File: src/rtl/cpu_run_ctrl.sv
// cpu_run_ctrl
// Run/step/breakpoint controller for the single-cycle MIPS core. It drives the
// core-wide advance enable (cpu_en) that gates the PC, register-file and
// data-memory writes. It accepts HALT/RUN/STEP/CLEAR commands, and it halts
// the core on a PC breakpoint or on the all-zero end-of-program word. It also
// keeps saturating performance counters.
//
// Ports
//   clk, rst          clock (rising edge), asynchronous active-low reset
//   cmd_valid/ready   command handshake (ready is always 1)
//   cmd_op, cmd_arg   00 HALT, 01 RUN, 10 STEP, 11 CLEAR; step count for STEP
//   cmd_err           one-cycle pulse: RUN/STEP received while not halted
//   bp_en, bp_addr    PC breakpoint
//   pc, instr         current core PC and fetched instruction
//   branch_taken, jump, jump_reg   core event flags for this cycle
//   cpu_en            core advance enable (combinational)
//   state             00 HALT, 01 RUN, 10 STEP
//   halt_cause        0 cmd/reset, 1 step done, 2 breakpoint, 3 null instr
//   cycle_cnt, branch_cnt, jump_cnt, jr_cnt   saturating counters
module cpu_run_ctrl #(
    parameter int unsigned PC_W   = 32,
    parameter int unsigned CNT_W  = 32,
    parameter int unsigned STEP_W = 16
) (
    input  logic              clk,
    input  logic              rst,
    input  logic              cmd_valid,
    output logic              cmd_ready,
    input  logic [1:0]        cmd_op,
    input  logic [STEP_W-1:0] cmd_arg,
    output logic              cmd_err,
    input  logic              bp_en,
    input  logic [PC_W-1:0]   bp_addr,
    input  logic [PC_W-1:0]   pc,
    input  logic [31:0]       instr,
    input  logic              branch_taken,
    input  logic              jump,
    input  logic              jump_reg,
    output logic              cpu_en,
    output logic [1:0]        state,
    output logic [1:0]        halt_cause,
    output logic [CNT_W-1:0]  cycle_cnt,
    output logic [CNT_W-1:0]  branch_cnt,
    output logic [CNT_W-1:0]  jump_cnt,
    output logic [CNT_W-1:0]  jr_cnt
);

    typedef enum logic [1:0] {
        ST_HALT = 2'b00,
        ST_RUN  = 2'b01,
        ST_STEP = 2'b10
    } state_t;

    typedef enum logic [1:0] {
        OP_HALT  = 2'b00,
        OP_RUN   = 2'b01,
        OP_STEP  = 2'b10,
        OP_CLEAR = 2'b11
    } op_t;

    typedef enum logic [1:0] {
        CAUSE_CMD  = 2'd0,
        CAUSE_STEP = 2'd1,
        CAUSE_BP   = 2'd2,
        CAUSE_NULL = 2'd3
    } cause_t;

    state_t            state_q, state_d;
    cause_t            cause_q, cause_d;
    logic [STEP_W-1:0] step_rem_q, step_rem_d;
    logic              bp_skip_q, bp_skip_d;
    logic              cmd_err_q, cmd_err_d;

    logic bp_hit;
    logic null_hit;
    logic stop;
    logic active;
    logic cmd_halt, cmd_run, cmd_step, cmd_clear;

    // Stop detection and core enable
    always_comb begin
        bp_hit   = bp_en && (pc == bp_addr) && !bp_skip_q;
        null_hit = (instr == '0);
        stop     = bp_hit || null_hit;
        active   = (state_q == ST_RUN) || (state_q == ST_STEP);
        cpu_en   = active && !stop;
    end

    always_comb begin
        cmd_halt  = cmd_valid && (cmd_op == OP_HALT);
        cmd_run   = cmd_valid && (cmd_op == OP_RUN);
        cmd_step  = cmd_valid && (cmd_op == OP_STEP);
        cmd_clear = cmd_valid && (cmd_op == OP_CLEAR);
    end

    // Next-state logic
    always_comb begin
        state_d    = state_q;
        cause_d    = cause_q;
        step_rem_d = step_rem_q;
        bp_skip_d  = bp_skip_q;
        cmd_err_d  = 1'b0;

        // The breakpoint mask only needs to cover the one instruction at the
        // breakpoint PC, so it clears once the core has advanced.
        if (cpu_en) begin
            bp_skip_d = 1'b0;
        end
        if (cpu_en && (state_q == ST_STEP)) begin
            step_rem_d = step_rem_q - STEP_W'(1);
        end

        unique case (state_q)
            ST_HALT: begin
                if (cmd_run) begin
                    state_d   = ST_RUN;
                    bp_skip_d = (cause_q == CAUSE_BP);
                end else if (cmd_step) begin
                    state_d    = ST_STEP;
                    step_rem_d = (cmd_arg == '0) ? STEP_W'(1) : cmd_arg;
                    bp_skip_d  = (cause_q == CAUSE_BP);
                end
            end
            ST_RUN, ST_STEP: begin
                cmd_err_d = cmd_run || cmd_step;
                if (stop) begin
                    state_d = ST_HALT;
                    cause_d = null_hit ? CAUSE_NULL : CAUSE_BP;
                end else if (cmd_halt) begin
                    state_d = ST_HALT;
                    cause_d = CAUSE_CMD;
                end else if ((state_q == ST_STEP) && (step_rem_q == STEP_W'(1))) begin
                    // Reaching here implies cpu_en=1: active and not stopped.
                    state_d = ST_HALT;
                    cause_d = CAUSE_STEP;
                end
            end
            default: begin
                state_d = ST_HALT;
            end
        endcase
    end

    always_ff @(posedge clk or negedge rst) begin
        if (!rst) begin
            state_q    <= ST_HALT;
            cause_q    <= CAUSE_CMD;
            step_rem_q <= '0;
            bp_skip_q  <= 1'b0;
            cmd_err_q  <= 1'b0;
        end else begin
            state_q    <= state_d;
            cause_q    <= cause_d;
            step_rem_q <= step_rem_d;
            bp_skip_q  <= bp_skip_d;
            cmd_err_q  <= cmd_err_d;
        end
    end

    // Performance counters
    function automatic logic [CNT_W-1:0] sat_inc(input logic [CNT_W-1:0] v,
                                                 input logic            en);
        return (en && (v != '1)) ? v + 1'b1 : v;
    endfunction

    always_ff @(posedge clk or negedge rst) begin
        if (!rst) begin
            cycle_cnt  <= '0;
            branch_cnt <= '0;
            jump_cnt   <= '0;
            jr_cnt     <= '0;
        end else if (cmd_clear) begin
            cycle_cnt  <= '0;
            branch_cnt <= '0;
            jump_cnt   <= '0;
            jr_cnt     <= '0;
        end else if (cpu_en) begin
            cycle_cnt  <= sat_inc(cycle_cnt, 1'b1);
            branch_cnt <= sat_inc(branch_cnt, branch_taken);
            jump_cnt   <= sat_inc(jump_cnt, jump);
            jr_cnt     <= sat_inc(jr_cnt, jump_reg);
        end
    end

    assign cmd_ready  = 1'b1;
    assign cmd_err    = cmd_err_q;
    assign state      = state_q;
    assign halt_cause = cause_q;

endmodule
File: config.mk
export PLATFORM = sky130hd
export DESIGN_NAME = cpu_run_ctrl
export DESIGN_NICKNAME = d
export VERILOG_FILES = /design/src/rtl/cpu_run_ctrl.sv
export SDC_FILE = /design/constraint.sdc
export NUM_CORES = 1
export LEC_CHECK = 0
export ABC_AREA = 1
export ABC_CLOCK_PERIOD_IN_PS = 2100
export BUFFER_PORTS_ARGS = -buffer_cell sky130_fd_sc_hd__buf_2
export CORE_MARGIN = 5
export CORE_UTILIZATION = 55
export CTS_CLUSTER_SIZE = 40
export DETAILED_ROUTE_END_ITERATION = 8
export MAX_ROUTING_LAYER = met4
export PLACE_DENSITY = 0.86
export SYNTH_ARGS = -nofsm -noshare
export SYNTH_HDL_FRONTEND = slang
export SYNTH_SLANG_ARGS = --single-unit
export TNS_END_PERCENT = 20
File: constraint.sdc
create_clock -name clk -period 2.1 [get_ports clk]
set_clock_uncertainty 0.15 [all_clocks]
set_input_delay 0.21 -clock clk [delete_from_list [all_inputs] [get_ports clk]]
set_output_delay 0.21 -clock clk [all_outputs]
set_load 0.05 [all_outputs]
# After elaboration in Yosys (flattened, before gate mapping)
# Cells that the tools add are included.
[word_totals]
register_bits = 150
input_bits = 121
out_inout_bits = 135
wordCells = 94
[op_classes]
n_addsub = 5
eq_ne = 14
mux = 32
reduce_logical = 34
[ops]
columns = ["op", "n"]
rows = [
  ["$mux 32", 12],
  ["$add 32x1->32 const B", 4],
  ["$ne 32x32->1 const B", 4],
  ["$mux 16", 5],
  ["$eq 32x32->1", 1],
  ["$logic_not 32->1", 1],
  ["$eq 16x1->1 const B", 1],
  ["$logic_not 16->1", 1],
  ["$mux 2", 8],
  ["$sub 16x1->16 const B", 1],
  ["$logic_and 1x1->1", 12],
  ["$reduce_and 2->1", 6],
  ["$reduce_bool 2->1", 5],
  ["$eq 2x2->1 const B", 4],
  ["$mux 1", 6],
  ["$eq 2x1->1 const B", 2],
  ["$logic_not 2->1", 2],
  ["$ne 4x4->1 const B", 1],
  ["$pmux 2 s2", 1],
  ["$logic_or 1x1->1", 3],
  ["$ne 3x3->1 const B", 1],
  ["$reduce_bool 3->1", 1],
  ["$logic_not 1->1", 2],
  ["$reduce_or 2->1", 1],
]

# Depth between registers and ports, before layout
# Gate-level depths: netlist (run 1).
[depth]
word_depth = 11
mapped_depth = 16
ltp_nobuf = 15

# Worst setup path before layout (run 1)
# OpenSTA, ideal clock, no wires.
[synth_path]
path_kind = "reg2reg"
start = "register jump_cnt[1]"
end = "register jump_cnt[23]"
setup_time_ps = 119
t_arrival_ps = 2073
t_required_ps = 1831
path_slack_ps = -242
path_stages_with_launch = 12
path_buffers = 1
period_less_slack_ps = 2342
cell_sequence = "dfrtp_1 ha_1 nand2_2 nor2_1 nand2_1 nor2_1 a21boi_2 nand2_4 nand2_4 buf_6 nand2_1 nand2_1"
[synth_via]
elab_chain_cells = 4
elab_cells_between_ends = 8
classes_between = "add/sub: 1; eq/ne: 1; mux: 3; reduce/logical: 3"
[synth_lines]
columns = ["element", "line_no", "text"]
rows = [
  ["from (decl)", "44", "output logic [CNT_W-1:0] jump_cnt,"],
  ["from (signal assigned)", "180", "jump_cnt <= sat_inc(jump_cnt, jump);"],
  ["$add 32x1->32 or $ne 32x32->1 (tied branches)", "163", "return (en && (v != '1)) ? v + 1'b1 : v;"],
  ["$mux 32 or $logic_and 1x1->1 (tied branches)", "163", ""],
  ["$mux 32 or $reduce_bool 2->1 (tied branches)", "--", ""],
  ["$mux 32 or $reduce_and 2->1 (tied branches)", "--", ""],
]
# Parallel ways exist; a longest one is shown, timed or not. The select of a mux whose other input is x is not followed.
# A chain may end at the register's enable or synchronous reset.

# Worst setup path after layout (run 1)
[layout_path]
start = "register jr_cnt[5]"
end = "register jr_cnt[18]"
[layout_via]
elab_chain_cells = 4
elab_cells_between_ends = 8
classes_between = "add/sub: 1; eq/ne: 1; mux: 3; reduce/logical: 3"
[layout_lines]
columns = ["element", "line_no", "text"]
rows = [
  ["from (decl)", "45", "output logic [CNT_W-1:0] jr_cnt"],
  ["from (signal assigned)", "181", "jr_cnt <= sat_inc(jr_cnt, jump_reg);"],
  ["$add 32x1->32 or $ne 32x32->1 (tied branches)", "163", ""],
  ["$mux 32 or $logic_and 1x1->1 (tied branches)", "163", ""],
  ["$mux 32 or $reduce_bool 2->1 (tied branches)", "--", ""],
  ["$mux 32 or $reduce_and 2->1 (tied branches)", "--", ""],
]
# Parallel ways exist; a longest one is shown, timed or not. The select of a mux whose other input is x is not followed.

==> results of run 1 <==
-- layer usage --
| metal | part of all wire | routed length (µm) |
|---|---|---|
| met1 | 0.41 | 15000 |
| met5 | 0 | 0 |
| met4 | 0.024 | 853 |
| met3 | 0.086 | 3100 |
| met2 | 0.48 | 17400 |
-- layout by cell type, fill, tap and decap left out, types with 18 or more instances in the layout --
cell type	Yosys	final
nor4_1	21	19
xor2_1	82	82
buf_4	9	75
nor2_1	248	243
o21ai_1	31	31
nand2_1	551	547
buf_2	17	252
nor3_1	60	58
or2_2	29	29
dfrtp_2	0	34
dfrtp_1	150	116
clkbuf_16	0	18
inv_1	117	117
nand3_1	131	130
nand4_1	67	67
xnor2_1	54	54
-- where the power goes --
part / switching, W / internal [W]
clock network: 0.00128 / 0.00191
registers: 0.00157 / 0.00406
logic: 0.00755 / 0.00332
total: 0.0104 / 0.00929
-- area by class of cell --
cell class,count,area (µm²)
Tap cell,265,332
Inverter,120,455
Timing Repair Buffer,361,2280
Multi-Input combinational cell,1328,6640
Clock inverter,11,150
Sequential cell,150,3800
Fill cell,1644,5490
Clock buffer,21,450
-- cells by family (layout without fill, tap and decap cells) --
group	after synthesis	after routing	synth area share
flip-flops	150	150	0.340
adder cells (fa/ha/maj)	8	8	0.00907
buffers and inverters	180	513	0.0710
XOR/XNOR	136	136	0.108
AO/OA/AOI/OAI	42	42	0.0210
AND/OR/NAND/NOR	1141	1141	0.451
other	1	1	0.000340
-- synth_stat cells (3+ instances only) --
library cell	number
inv_1	117
nand4_1	67
or2_1	6
a21boi_2	3
nor3_1	60
nand2_1	551
buf_1	4
buf_4	9
xor2_1	82
buf_6	7
o21ai_0	6
nand3_2	3
dfrtp_1	150
nor3_2	6
xnor2_1	54
nand2_4	4
clkbuf_1	23
ha_1	8
nand3_1	131
inv_2	3
nor2_1	248
nor3b_1	3
or2_2	29
nor4_1	21
o21ai_1	31
buf_2	17
nand2_2	6
-- critical path, delay by kind of cell, from the launching register on --
family | cells | cell delay (ps)
and+or+nand+nor | 8 | 1060
AOI/OAI and AO/OA | 1 | 160
buffers and inverters | 1 | 150
DFF | 1 | 430
-- through the flow --
step | hold slack, ps | power, W | instance area (µm²) | cells
detailed placement | 14.1 | 0.0160 | 13100 | 2203
global route | 30.6 | 0.0209 | 14100 | 2256
finish | 14.6 | 0.0197 | 14100 | 2256
CTS | 2.08 | 0.0194 | 13900 | 2254
global placement | 17.0 | 0.0158 | 13100 | 2203
floorplan | -236 | 0.0130 | 11100 | 1658
-- registers in the layout, summed over array words and instances (netlist names) --
name	count
state	2
branch_cnt	32
cycle_cnt	32
halt_cause	2
jump_cnt	32
jr_cnt	32
bp_skip_q	1
cmd_err	1
step_rem_q	16
-- worst paths after layout --
kind / slack (ps) / endpoint / cells past startpoint / from
setup / recovery: 30 / jr_cnt[18] / 10 / jr_cnt[5]
hold / removal: 10 / state[0] / 4 / cmd_op[1]
setup reg to reg: 30 / jr_cnt[18] / 10 / jr_cnt[5]
hold reg to reg: 350 / state[0] / 2 / state[0]
max in group asynchronous: 1060 / cycle_cnt[1] / 3 / rst
min in group asynchronous: 130 / cycle_cnt[14] / 2 / rst
-- what timing repair did --
| action | in CTS | in global routing |
|---|---|---|
| setup endpoints to repair | 2 | 138 |
| hold buffers | 17 | 0 |
| resized for setup | 8 | 31 |
| pin swaps | 0 | 6 |
| buffers inserted | 2 | 1 |
| gates cloned | 0 | 1 |
| endpoints found under the hold margin | 166 | 0 |
==> flow_summary.yaml, run 1 <==
status:
  outcome: "completed"
placement:
  place_ws_ps: -50.5
  io_buffers: 254
  routabilityCongestion: 1.06
  dp_hpwl_um: 27300
route:
  drt_wl_total_um: 36300
  wl_per_cell_um: 16.1
  ant_nets: 0
  vias_per_cell: 5.46
  vias: 12300
  drc: 0
  drtIter0Drc: 1000
  drt-pass1-iter-count: 5
grt:
  top_usage_layer: "met2"
  grt_pass1_vias: 11700
  track_usage: 0.323
  grt-ovfl-total: 0
  grt_use_met3: 0.0613
  antenna_found_initial: 0
  grt_max_degree: 54
  grt_use_met2: 0.518
  grt_pass1_wl_um: 57900
  use_met1: 0.422
logic_synthesis:
  ys_warn_count: 0
  syn_nets: 1787
  syn_area_per_cell_um2: 6.66
  synth-seq-cells: 150
  synth.area.top_cells: "dfrtp_1, nand2_1, nor2_1"
  netlist_area_mm2: 0.0110
  ys_types: 36
  synth_edf_count: 0
  synth_top_area_frac: 0.340
  yosys.area.top_type: "dfrtp_1"
  async_reset_ff_frac: 1.00
  yosysSeqAreaShare: 0.340
  synth_ff_type: "dfrtp_1"
  syn_inst: 1658
timing:
  fin_crit_ps: 2070
  fin_ws_ps: 25.3
  tightestPinTransition_ps: 577
  max_clock_freq_ghz: 0.482
  setup_viol: 0
  hold_viol_final: 0
  fin_setup_tns_ps: 0
  relSlewSlack: 0.615
  slew_viol_final: 0
  rsz0062_at_grt: "yes"
  period_share: 0.988
power_and_ir_drop:
  powerDensity_mw_per_mm2: 1400
  peakVddDrop_v: 0.00137
  cellLeakagePower_nw: 7.04
clock_tree:
  cts_buffers: 17
  cts_tree: "yes"
  clockBufferDepth: 2
  clock_latency_ps: 430
  clk_pin_slew_ps: 70
  cts-root-buf: "clkbuf_16"
  clock_sinks: 150
  htree_num_levels: 4
layout:
  diodes: 0
  utilization: 0.720
  fin_nets: 2107
  drive_gt1_frac: 0.241
  areaGrowthSynthToFinish_pct: 27.8
setup_path:
  crit_chain: "nand2_1 > nor2_1 > nand4_1 > nor2_1 > a21boi_4 > nand2_4 > nand2_8 > buf_12 > nand2_1 > nand2_1"
  arrival_ps: 2240
  cp_max_fo: 8
  required_ps: 2260
  critPathMaxStageDelay_ps: 430
  path_class: "reg -> reg"
  critPathCaptureType: "register"
  crit_top_cell: "nand2_1"
  crit_path_start_kind: "register"
  critPathSlowestCell: "dfrtp_2"
floorplan:
  rows: 51
  die_h_um: 152
  dieArea_mm2: 0.0230
  start_util: 0.563
  die_w_um: 152
  io-pin-count: 256
  core_mm2: 0.0196
worst_hold_path:
  hold_class: "in -> reg"
flow_run:
  maxCapViolCount: 0
Note: power is estimated with default switching activity, not from simulation.
==> inputs of run 2 (changes only) <==
--- a/config.mk
+++ b/config.mk
@@ -8,6 +8,6 @@
 export ABC_AREA = 1
-export ABC_CLOCK_PERIOD_IN_PS = 2100
+export ABC_CLOCK_PERIOD_IN_PS = 1900
 export BUFFER_PORTS_ARGS = -buffer_cell sky130_fd_sc_hd__buf_2
 export CORE_MARGIN = 5
-export CORE_UTILIZATION = 55
+export CORE_UTILIZATION = 50
 export CTS_CLUSTER_SIZE = 40
@@ -15,3 +15,3 @@
 export MAX_ROUTING_LAYER = met4
-export PLACE_DENSITY = 0.86
+export PLACE_DENSITY = 0.83
 export SYNTH_ARGS = -nofsm -noshare
==> constraint.sdc (replaced) <==
create_clock -name clk -period 1.9 [get_ports clk]
set_clock_uncertainty 0.15 [all_clocks]
set_input_delay 0.19 -clock clk [delete_from_list [all_inputs] [get_ports clk]]
set_output_delay 0.19 -clock clk [all_outputs]
set_load 0.1 [all_outputs]
==> flow_summary.yaml, run 2 (synthesized netlist as in run 1, its figures left out) <==
timing:
  slew_viol_final: 0
  fin_crit_ps: 2210
  period_share: 1.16
  hold_viol_final: 0
  fin_ws_ps: -312
  relSlewSlack: 0.648
  tightestPinTransition_ps: 532
  setup_viol: 148
  max_clock_freq_ghz: 0.452
  rsz0062_at_grt: "yes"
grt:
  grt_max_degree: 50
  grt_pass1_vias: 12300
  antenna_found_initial: 0
  grt_pass1_wl_um: 61000
  track_usage: 0.308
  grt-ovfl-total: 0
route:
  drt-pass1-iter-count: 5
  ant_nets: 0
  vias_per_cell: 5.33
  drc: 0
  vias: 12600
  drt_wl_total_um: 37700
  drtIter0Drc: 859
  wl_per_cell_um: 16.0
setup_path:
  arrival_ps: 1870
  crit_chain: "inv_1 > nand2_1 > nor2_1 > nand2_1 > nor2_2 > nand2_1 > nor2_2 > nand2_2 > nand2_4 > inv_8 > buf_8 > buf_12"
  timing.rr.end: "jump_cnt[22]"
  crit_path_start_kind: "register"
  path_class: "reg -> out"
  crit_top_cell: "nand2_1"
  rrSetupSlack_ps: -230
  required_ps: 1560
  r2r.worst_path.cells: 16
  r2r-start: "bp_skip_q"
  critPathMaxStageDelay_ps: 380
  critPathSlowestCell: "dfrtp_1"
  critPathCaptureType: "output pin"
  cp_max_fo: 2
layout:
  stdcell_area_mm2: 0.0154
  drive_gt1_frac: 0.333
  final_cell_mix: "nand2_1, buf_2, nor2_1"
  final_common_cell: "nand2_1"
  utilization: 0.707
  fin_nets: 2195
  areaGrowthSynthToFinish_pct: 39.4
  fin_cells: 2359
  diodes: 0
worst_hold_path:
  hold_class: "in -> reg"
  hold_end: "step_rem_q[15]"
  holdPathStages: 5
  min_from: "cmd_op[1]"
power_and_ir_drop:
  p_int_w: 0.0115
  p_sw_w: 0.0161
  peakVddDrop_v: 0.00226
  powerDensity_mw_per_mm2: 1790
  p_sw_frac: 0.584
  cellLeakagePower_nw: 7.47
  power_frac_comb: 0.624
  p_clk_frac: 0.134
  sequentialPowerShare: 0.242
floorplan:
  dieArea_mm2: 0.0251
  io-pin-count: 256
  die_h_um: 159
  core_mm2: 0.0218
  rows: 54
  die_w_um: 159
  start_util: 0.507
clock_tree:
  cts-root-buf: "clkbuf_16"
  clock_sinks: 150
  cts_buffers: 17
  htree_num_levels: 4
  clock_latency_ps: 440
  clk_pin_slew_ps: 60
  clockBufferDepth: 2
  cts_tree: "yes"
placement:
  dp_hpwl_um: 27800
  routabilityCongestion: 1.05
  place_ws_ps: -196
  io_buffers: 254
  dp_cells: 2295
  placed_cell_area_mm2: 0.0142
flow_run:
  maxCapViolCount: 0
status:
  outcome: "finished with violations"
  violations: "setup timing"
-- run 2: critical path: cells and delay by family, from the launching register on --
family / cells / cell delay, ps
buf+inv: 4 / 380
flops: 1 / 380
simple gates: 8 / 680
-- run 2: power groups by stage --
stage	registers, W	logic [W]	clock network (W)
after floorplan	0.0143	0.00486	0
after global placement	0.00661	0.0161	0
after detailed placement	0.00666	0.0164	0
after CTS	0.00662	0.0170	0.00370
after global routing	0.00684	0.0182	0.00384
final	0.00667	0.0172	0.00368
-- run 2: layout make-up --
class                   instances  area (µm²)
well taps                     280         350
repair buffers                448        3100
clock buffers                  22         484
flip-flops and latches        150        4070
clock inverters                10         144
fillers                      1772        6370
multi-input cells            1329        6780
inverters                     120         463
-- run 2: per-stage QoR --
stage | total power (W) | TNS [ps] | hold WS (ps)
floorplan | 0.0191 | -18780 | -256
detailed placement | 0.0230 | -12860 | -22.6
CTS | 0.0274 | -17290 | 15.3
global placement | 0.0227 | -9820 | -28.5
global route | 0.0289 | -41300 | 33.4
finish | 0.0275 | -19390 | 11.3
-- run 2: worst max-delay path by stage --
stage | from | end | slack, ps
after floorplan | branch_cnt[10] | branch_cnt[26] | -170
after global placement | bp_skip_q | jump_cnt[18] | -140
after detailed placement | bp_skip_q | jump_cnt[22] | -200
after CTS | bp_skip_q | cpu_en | -320
after global routing | bp_skip_q | cpu_en | -420
final | bp_skip_q | cpu_en | -310
-- run 2: routing by layer --
| layer | wire length (µm) | share of wire | global-route usage | vias to the layer above |
|---|---|---|---|---|
| met1 | 15800 | 0.42 | 0.396 | 5833 |
| li1 | - | - | - | 6132 |
| met3 | 2550 | 0.068 | 0.0381 | 98 |
| met4 | 1190 | 0.031 | 0.108 | 0 |
| met5 | 0 | 0 | - | - |
| met2 | 18100 | 0.48 | 0.505 | 519 |
-- run 2: repair_timing --
item / in CTS / in global routing
pin swaps: 12 / 6
endpoints found under the hold margin: 166 / 0
buffers inserted: 7 / 4
gates cloned: 4 / 0
endpoints found under the setup margin: 132 / 149
gates resized for setup: 35 / 12
hold buffers: 17 / 0
